**src/rtl/fetch_queue.sv**
```systemverilog
// fetch_queue: decoupled fetch unit owning the fetch PC, the icache request FSM and an
// instruction/PC FIFO popped by ID. Define FETCH_PERF_EN to add saturating perf counters.
module fetch_queue #(
  parameter int unsigned     DEPTH    = 4,
  parameter int unsigned     XLEN     = 32,
  parameter logic [XLEN-1:0] RESET_PC = 32'h00000060
) (
  input  logic                   clk,
  input  logic                   rst,
  output logic                   icache_read,
  output logic [XLEN-1:0]        icache_addr,
  input  logic [31:0]            icache_rdata,
  input  logic                   icache_resp,
  input  logic                   redirect,
  input  logic [XLEN-1:0]        redirect_pc,
  input  logic                   deq_ready,
  output logic                   deq_valid,
  output logic [31:0]            deq_instr,
  output logic [XLEN-1:0]        deq_pc,
  output logic [$clog2(DEPTH):0] occupancy
`ifdef FETCH_PERF_EN
  ,
  output logic [31:0]            perf_fetched,
  output logic [31:0]            perf_dropped,
  output logic [31:0]            perf_full_cycles
`endif
);

  localparam int unsigned PW = $clog2(DEPTH);
  localparam int unsigned CW = PW + 1;

  typedef enum logic [1:0] {S_IDLE, S_REQ, S_DROP} state_e;

  state_e          state_q, state_d;
  logic [XLEN-1:0] fetch_pc_q, fetch_pc_d;
  logic [XLEN-1:0] req_pc_q, req_pc_d;
  logic [CW-1:0]   count_q, count_d, count_nx;
  logic [PW-1:0]   rd_ptr_q, rd_ptr_d, wr_ptr_q, wr_ptr_d;
  logic [XLEN+31:0] mem_q [DEPTH];
  logic [XLEN+31:0] head;
  logic            push, pop;

  always_comb begin
    push       = (state_q == S_REQ) && icache_resp && !redirect;
    pop        = (count_q != '0) && deq_ready && !redirect;
    count_nx   = count_q + CW'(push) - CW'(pop);
    state_d    = state_q;
    fetch_pc_d = fetch_pc_q;
    req_pc_d   = req_pc_q;
    count_d    = count_nx;
    rd_ptr_d   = rd_ptr_q + PW'(pop);
    wr_ptr_d   = wr_ptr_q + PW'(push);
    if (push) fetch_pc_d = fetch_pc_q + XLEN'(4);
    if (redirect) begin
      count_d    = '0;
      rd_ptr_d   = '0;
      wr_ptr_d   = '0;
      fetch_pc_d = redirect_pc & ~XLEN'(1);
    end
    unique case (state_q)
      S_IDLE: if (redirect || (count_nx < CW'(DEPTH))) state_d = S_REQ;
      // Redirect with the request still outstanding: keep the old address on the
      // bus until the icache answers, then throw that answer away.
      S_REQ: begin
        if (redirect && !icache_resp) begin
          req_pc_d = fetch_pc_q;
          state_d  = S_DROP;
        end else if (push && (count_nx >= CW'(DEPTH))) begin
          state_d = S_IDLE;
        end
      end
      S_DROP: if (icache_resp) state_d = S_REQ;
      default: state_d = S_IDLE;
    endcase
  end

  always_ff @(posedge clk or negedge rst) begin
    if (!rst) begin
      state_q    <= S_IDLE;
      fetch_pc_q <= RESET_PC;
      req_pc_q   <= RESET_PC;
      count_q    <= '0;
      rd_ptr_q   <= '0;
      wr_ptr_q   <= '0;
    end else begin
      state_q    <= state_d;
      fetch_pc_q <= fetch_pc_d;
      req_pc_q   <= req_pc_d;
      count_q    <= count_d;
      rd_ptr_q   <= rd_ptr_d;
      wr_ptr_q   <= wr_ptr_d;
    end
  end

  always_ff @(posedge clk) begin
    if (push) mem_q[wr_ptr_q] <= {fetch_pc_q, icache_rdata};
  end

  assign head        = mem_q[rd_ptr_q];
  assign icache_read = (state_q == S_REQ) || (state_q == S_DROP);
  assign icache_addr = (state_q == S_DROP) ? req_pc_q : fetch_pc_q;
  assign deq_valid   = (count_q != '0);
  assign deq_instr   = head[31:0];
  assign deq_pc      = head[XLEN+31:32];
  assign occupancy   = count_q;

`ifdef FETCH_PERF_EN
  logic [31:0] perf_fetched_q, perf_fetched_d;
  logic [31:0] perf_dropped_q, perf_dropped_d;
  logic [31:0] perf_full_q, perf_full_d;
  logic        drop_ev;

  function automatic logic [31:0] sat_inc(input logic [31:0] v, input logic en);
    return (en && (v != '1)) ? v + 32'd1 : v;
  endfunction

  always_comb begin
    drop_ev        = icache_resp && ((state_q == S_DROP) || ((state_q == S_REQ) && redirect));
    perf_fetched_d = sat_inc(perf_fetched_q, push);
    perf_dropped_d = sat_inc(perf_dropped_q, drop_ev);
    perf_full_d    = sat_inc(perf_full_q, (state_q == S_IDLE) && !redirect);
  end

  always_ff @(posedge clk or negedge rst) begin
    if (!rst) begin
      perf_fetched_q <= '0;
      perf_dropped_q <= '0;
      perf_full_q    <= '0;
    end else begin
      perf_fetched_q <= perf_fetched_d;
      perf_dropped_q <= perf_dropped_d;
      perf_full_q    <= perf_full_d;
    end
  end

  assign perf_fetched     = perf_fetched_q;
  assign perf_dropped     = perf_dropped_q;
  assign perf_full_cycles = perf_full_q;
`endif

endmodule

```
**config.mk**
```make
export PLATFORM = sky130hd
export DESIGN_NAME = fetch_queue
export DESIGN_NICKNAME = d
export VERILOG_FILES = /design/src/rtl/fetch_queue.sv
export SDC_FILE = /design/constraint.sdc
export NUM_CORES = 1
export LEC_CHECK = 0
export CAP_MARGIN = 10
export CORE_ASPECT_RATIO = 0.8
export CORE_MARGIN = 3
export CORE_UTILIZATION = 40
export DETAILED_ROUTE_END_ITERATION = 16
export PLACE_DENSITY = 0.6
export SETUP_SLACK_MARGIN = 0.05
export SYNTH_ARGS = -nofsm -noshare
export SYNTH_HDL_FRONTEND = slang
export SYNTH_SLANG_ARGS = --single-unit
```
**constraint.sdc**
```tcl
create_clock -name clk -period 6.8 [get_ports clk]
set_clock_uncertainty 0.2 [all_clocks]
set_input_delay 1.36 -clock clk [delete_from_list [all_inputs] [get_ports clk]]
set_output_delay 1.36 -clock clk [all_outputs]
set_load 0.03 [all_outputs]
```
==> impl_metrics.json <==
{
  "status": "completed",
  "synth_edf_count": 252,
  "place_hpwl_mm": 17.27,
  "synth.most_common_cell": "edfxtp_1",
  "fillerInstances": 2684,
  "die_y_um": 166.8,
  "p_clk_frac": 0.301,
  "ctsHoldBuffers": 0,
  "setup_viol": 0,
  "critPathRequiredTime_ns": 5.24,
  "drt_pre_antenna_iters": 5,
  "worst_setup_path_start_kind": "flop",
  "ys_warn_count": 0,
  "synth.avg_cell_area_um2": 18.53,
  "worst-setup-path-type": "reg2out",
  "combinationalPowerShare": 0.243,
  "dp_slack_ns": 1.681,
  "num_antenna_cells": 0,
  "num_vias": 7032,
  "fmax_mhz": 213.3,
  "initial_utilization": 0.4088,
  "critPathCaptureType": "output pin",
  "avgViaCountPerCell": 5.356,
  "postRouteAntennaNets": 0,
  "root_buffer": "clkbuf_16",
  "synth.area.top_cells": "edfxtp_1 (59%), dfrtp_1 (13%), mux4_2 (11%), mux2_2 (5.2%), or4_1 (0.93%)",
  "syn2layout_area_growth_pct": 24.22,
  "fin_crit_sh": 0.6893,
  "syn_area_mm2": 0.01293,
  "overflow": 0,
  "post_cts_resized": 0,
  "p_int_uw": 3938,
  "synthDistinctLibCells": 42,
  "hold_path.class": "reg2reg",
  "syn-instance-count": 698,
  "p_leak_uw": 0.005299,
  "groute.usage.overall": 0.1645,
  "ys_dominant_reg_cell": "edfxtp_1",
  "maxSlewViolCount": 0,
  "worst_pin_slew_ns": 1.125,
  "drive_gt1_frac": 0.2161,
  "irDropWorstVdd_mv": 0.2026,
  "relSlewSlack": 0.2485,
  "power_switching_uw": 1560,
  "ios": 170,
  "dieArea_mm2": 0.03454,
  "die_w_um": 207.1,
  "netlist_top_cells_count": "edfxtp_1 (252), dfrtp_1 (67), mux4_2 (63)",
  "wl_mm": 28.21,
  "avgRoutedWirePerCell_um": 21.48,
  "port_buffers": 166,
  "cp_data_arrival_time_ns": 3.13,
  "post-route-min-period_ns": 4.687,
  "cts_sinks": 323,
  "rsz0062_at_grt": "false",
  "grt_pass1_wl_mm": 44.67,
  "ys_ff_latch": 323,
  "finalHoldViolations": 0,
  "max_cap_violations": 0,
  "async_flop_share": 0.2198,
  "cts_buffers": 31,
  "grt_pass1_vias": 7268,
  "place_congestion": 0.7365,
  "seq_area_frac_synth": 0.7228,
  "cts.clk_slew.worst_paths_ns": 0.06,
  "postLayoutCoreUtil": 0.5078,
  "h-tree-depth": 1,
  "postCtsSetupBuffers": 0,
  "drcViolationCount": 0,
  "synth.largest_area_cell": "edfxtp_1",
  "clk_latency_ns": 0.54,
  "pwr_density_cell_mw_per_mm2": 342.2,
  "fin_nets": 948,
  "power_uw": 5498,
  "rows": 58,
  "cts_buffer_depth": 3,
  "fin_tns_setup_ns": 0,
  "antenna_found_initial": 0,
  "cts_tree": "done",
  "core_mm2": 0.03164,
  "layout_setup_ws_ns": 2.113,
  "pwr-share-seq": 0.457,
  "drt_iter0_markers": 406,
  "switching_share": 0.2837,
  "grt_start_max_net_pins": 65,
  "synth_top_area_share": 0.5850,
  "cp_max_fo": 36
}
[critical path: stages (launching register included)]
cell             delay (ns)
dfrtp_4                0.94
buf_4                  0.44
mux4_2                 0.56
clkdlybuf4s50_1        0.62
[worst paths after layout]
path | slack (ns) | to | from | depth (start not counted)
worst max-delay path | 2.11 | deq_instr[26] | rd_ptr_q[0] | 3
worst min-delay path | 0.29 | req_pc_q[22] | req_pc_q[22] | 2
worst max register to register | 3.13 | state_q[1] | state_q[1] | 14
worst min register to register | 0.29 | req_pc_q[22] | req_pc_q[22] | 2
max in group asynchronous | 4.83 | rd_ptr_q[0] | rst | 2
min in group asynchronous | 0.52 | req_pc_q[18] | rst | 1
[cell families (layout without fill, tap and decap cells)]
kind of cell / count (synthesis) / count (layout) / synth area share
buffers and inverters: 50 / 244 / 0.01644
DFF: 323 / 323 / 0.7228
other: 1 / 2 / 0.0002899
AOI/OAI and AO/OA: 56 / 56 / 0.02728
xor gates and xnor gates: 14 / 14 / 0.01054
muxes: 124 / 124 / 0.1627
and+or+nand+nor: 120 / 120 / 0.04972
adders and majority gates: 10 / 10 / 0.01025
[per-stage QoR]
step	instance area [um2]	hold WS (ns)	cells
final	16070	0.2892	1313
after global routing	16070	0.3126	1313
after global placement	15090	0.2632	1256
after detailed placement	15090	0.2745	1256
after CTS	16070	0.2905	1313
after floorplan	12950	0.2502	699
[placed cells by master (no fill, tap or decap), types with 10 or more instances in the layout]
| master | count |
|---|---|
| mux2_2 | 60 |
| mux4_2 | 63 |
| or4_1 | 16 |
| a31oi_1 | 14 |
| o21ai_0 | 20 |
| nand4_1 | 18 |
| nand2_1 | 30 |
| o31ai_1 | 11 |
| edfxtp_1 | 252 |
| nand3_1 | 10 |
| buf_4 | 12 |
| clkdlybuf4s50_1 | 165 |
| xor2_1 | 10 |
| clkbuf_16 | 31 |
| nor2_1 | 21 |
| dfrtp_1 | 65 |
[routing by layer]
| layer | wire, um | track usage | share of wire |
|---|---|---|---|
| met5 | 0 | 0 | 0 |
| met4 | 379 | 0.02566 | 0.013 |
| met3 | 1815 | 0.02957 | 0.064 |
| met2 | 13030 | 0.2562 | 0.46 |
| met1 | 12990 | 0.2496 | 0.46 |
[layout make-up]
cell class                      count  area, um2  area share
Clock buffer                       39      805.8     0.05015
Multi-Input combinational cell    326       3415      0.2125
Timing Repair Buffer              178       1762      0.1096
Inverter                            9      33.78    0.002102
Tap cell                          420      525.5     0.03271
Sequential cell                   323       9356      0.5823
Clock inverter                     18      170.2     0.01059
[registers in the layout, indices dropped and copies added, names as in the netlist]
signal      flops
mem_q         252
state_q         2
occupancy       3
wr_ptr_q        2
fetch_pc_q     31
rd_ptr_q        2
req_pc_q       31
[power by group through the flow]
| stage | combinational, uW | clock, uW | sequential [uW] |
|---|---|---|---|
| after global routing | 1420 | 1790 | 2540 |
| after detailed placement | 1350 | 0 | 2560 |
| after floorplan | 876 | 0 | 2490 |
| after CTS | 1360 | 1700 | 2520 |
| after global placement | 1350 | 0 | 2550 |
| final | 1330 | 1650 | 2510 |
No activity file was read; power rests on OpenSTA's default activity.
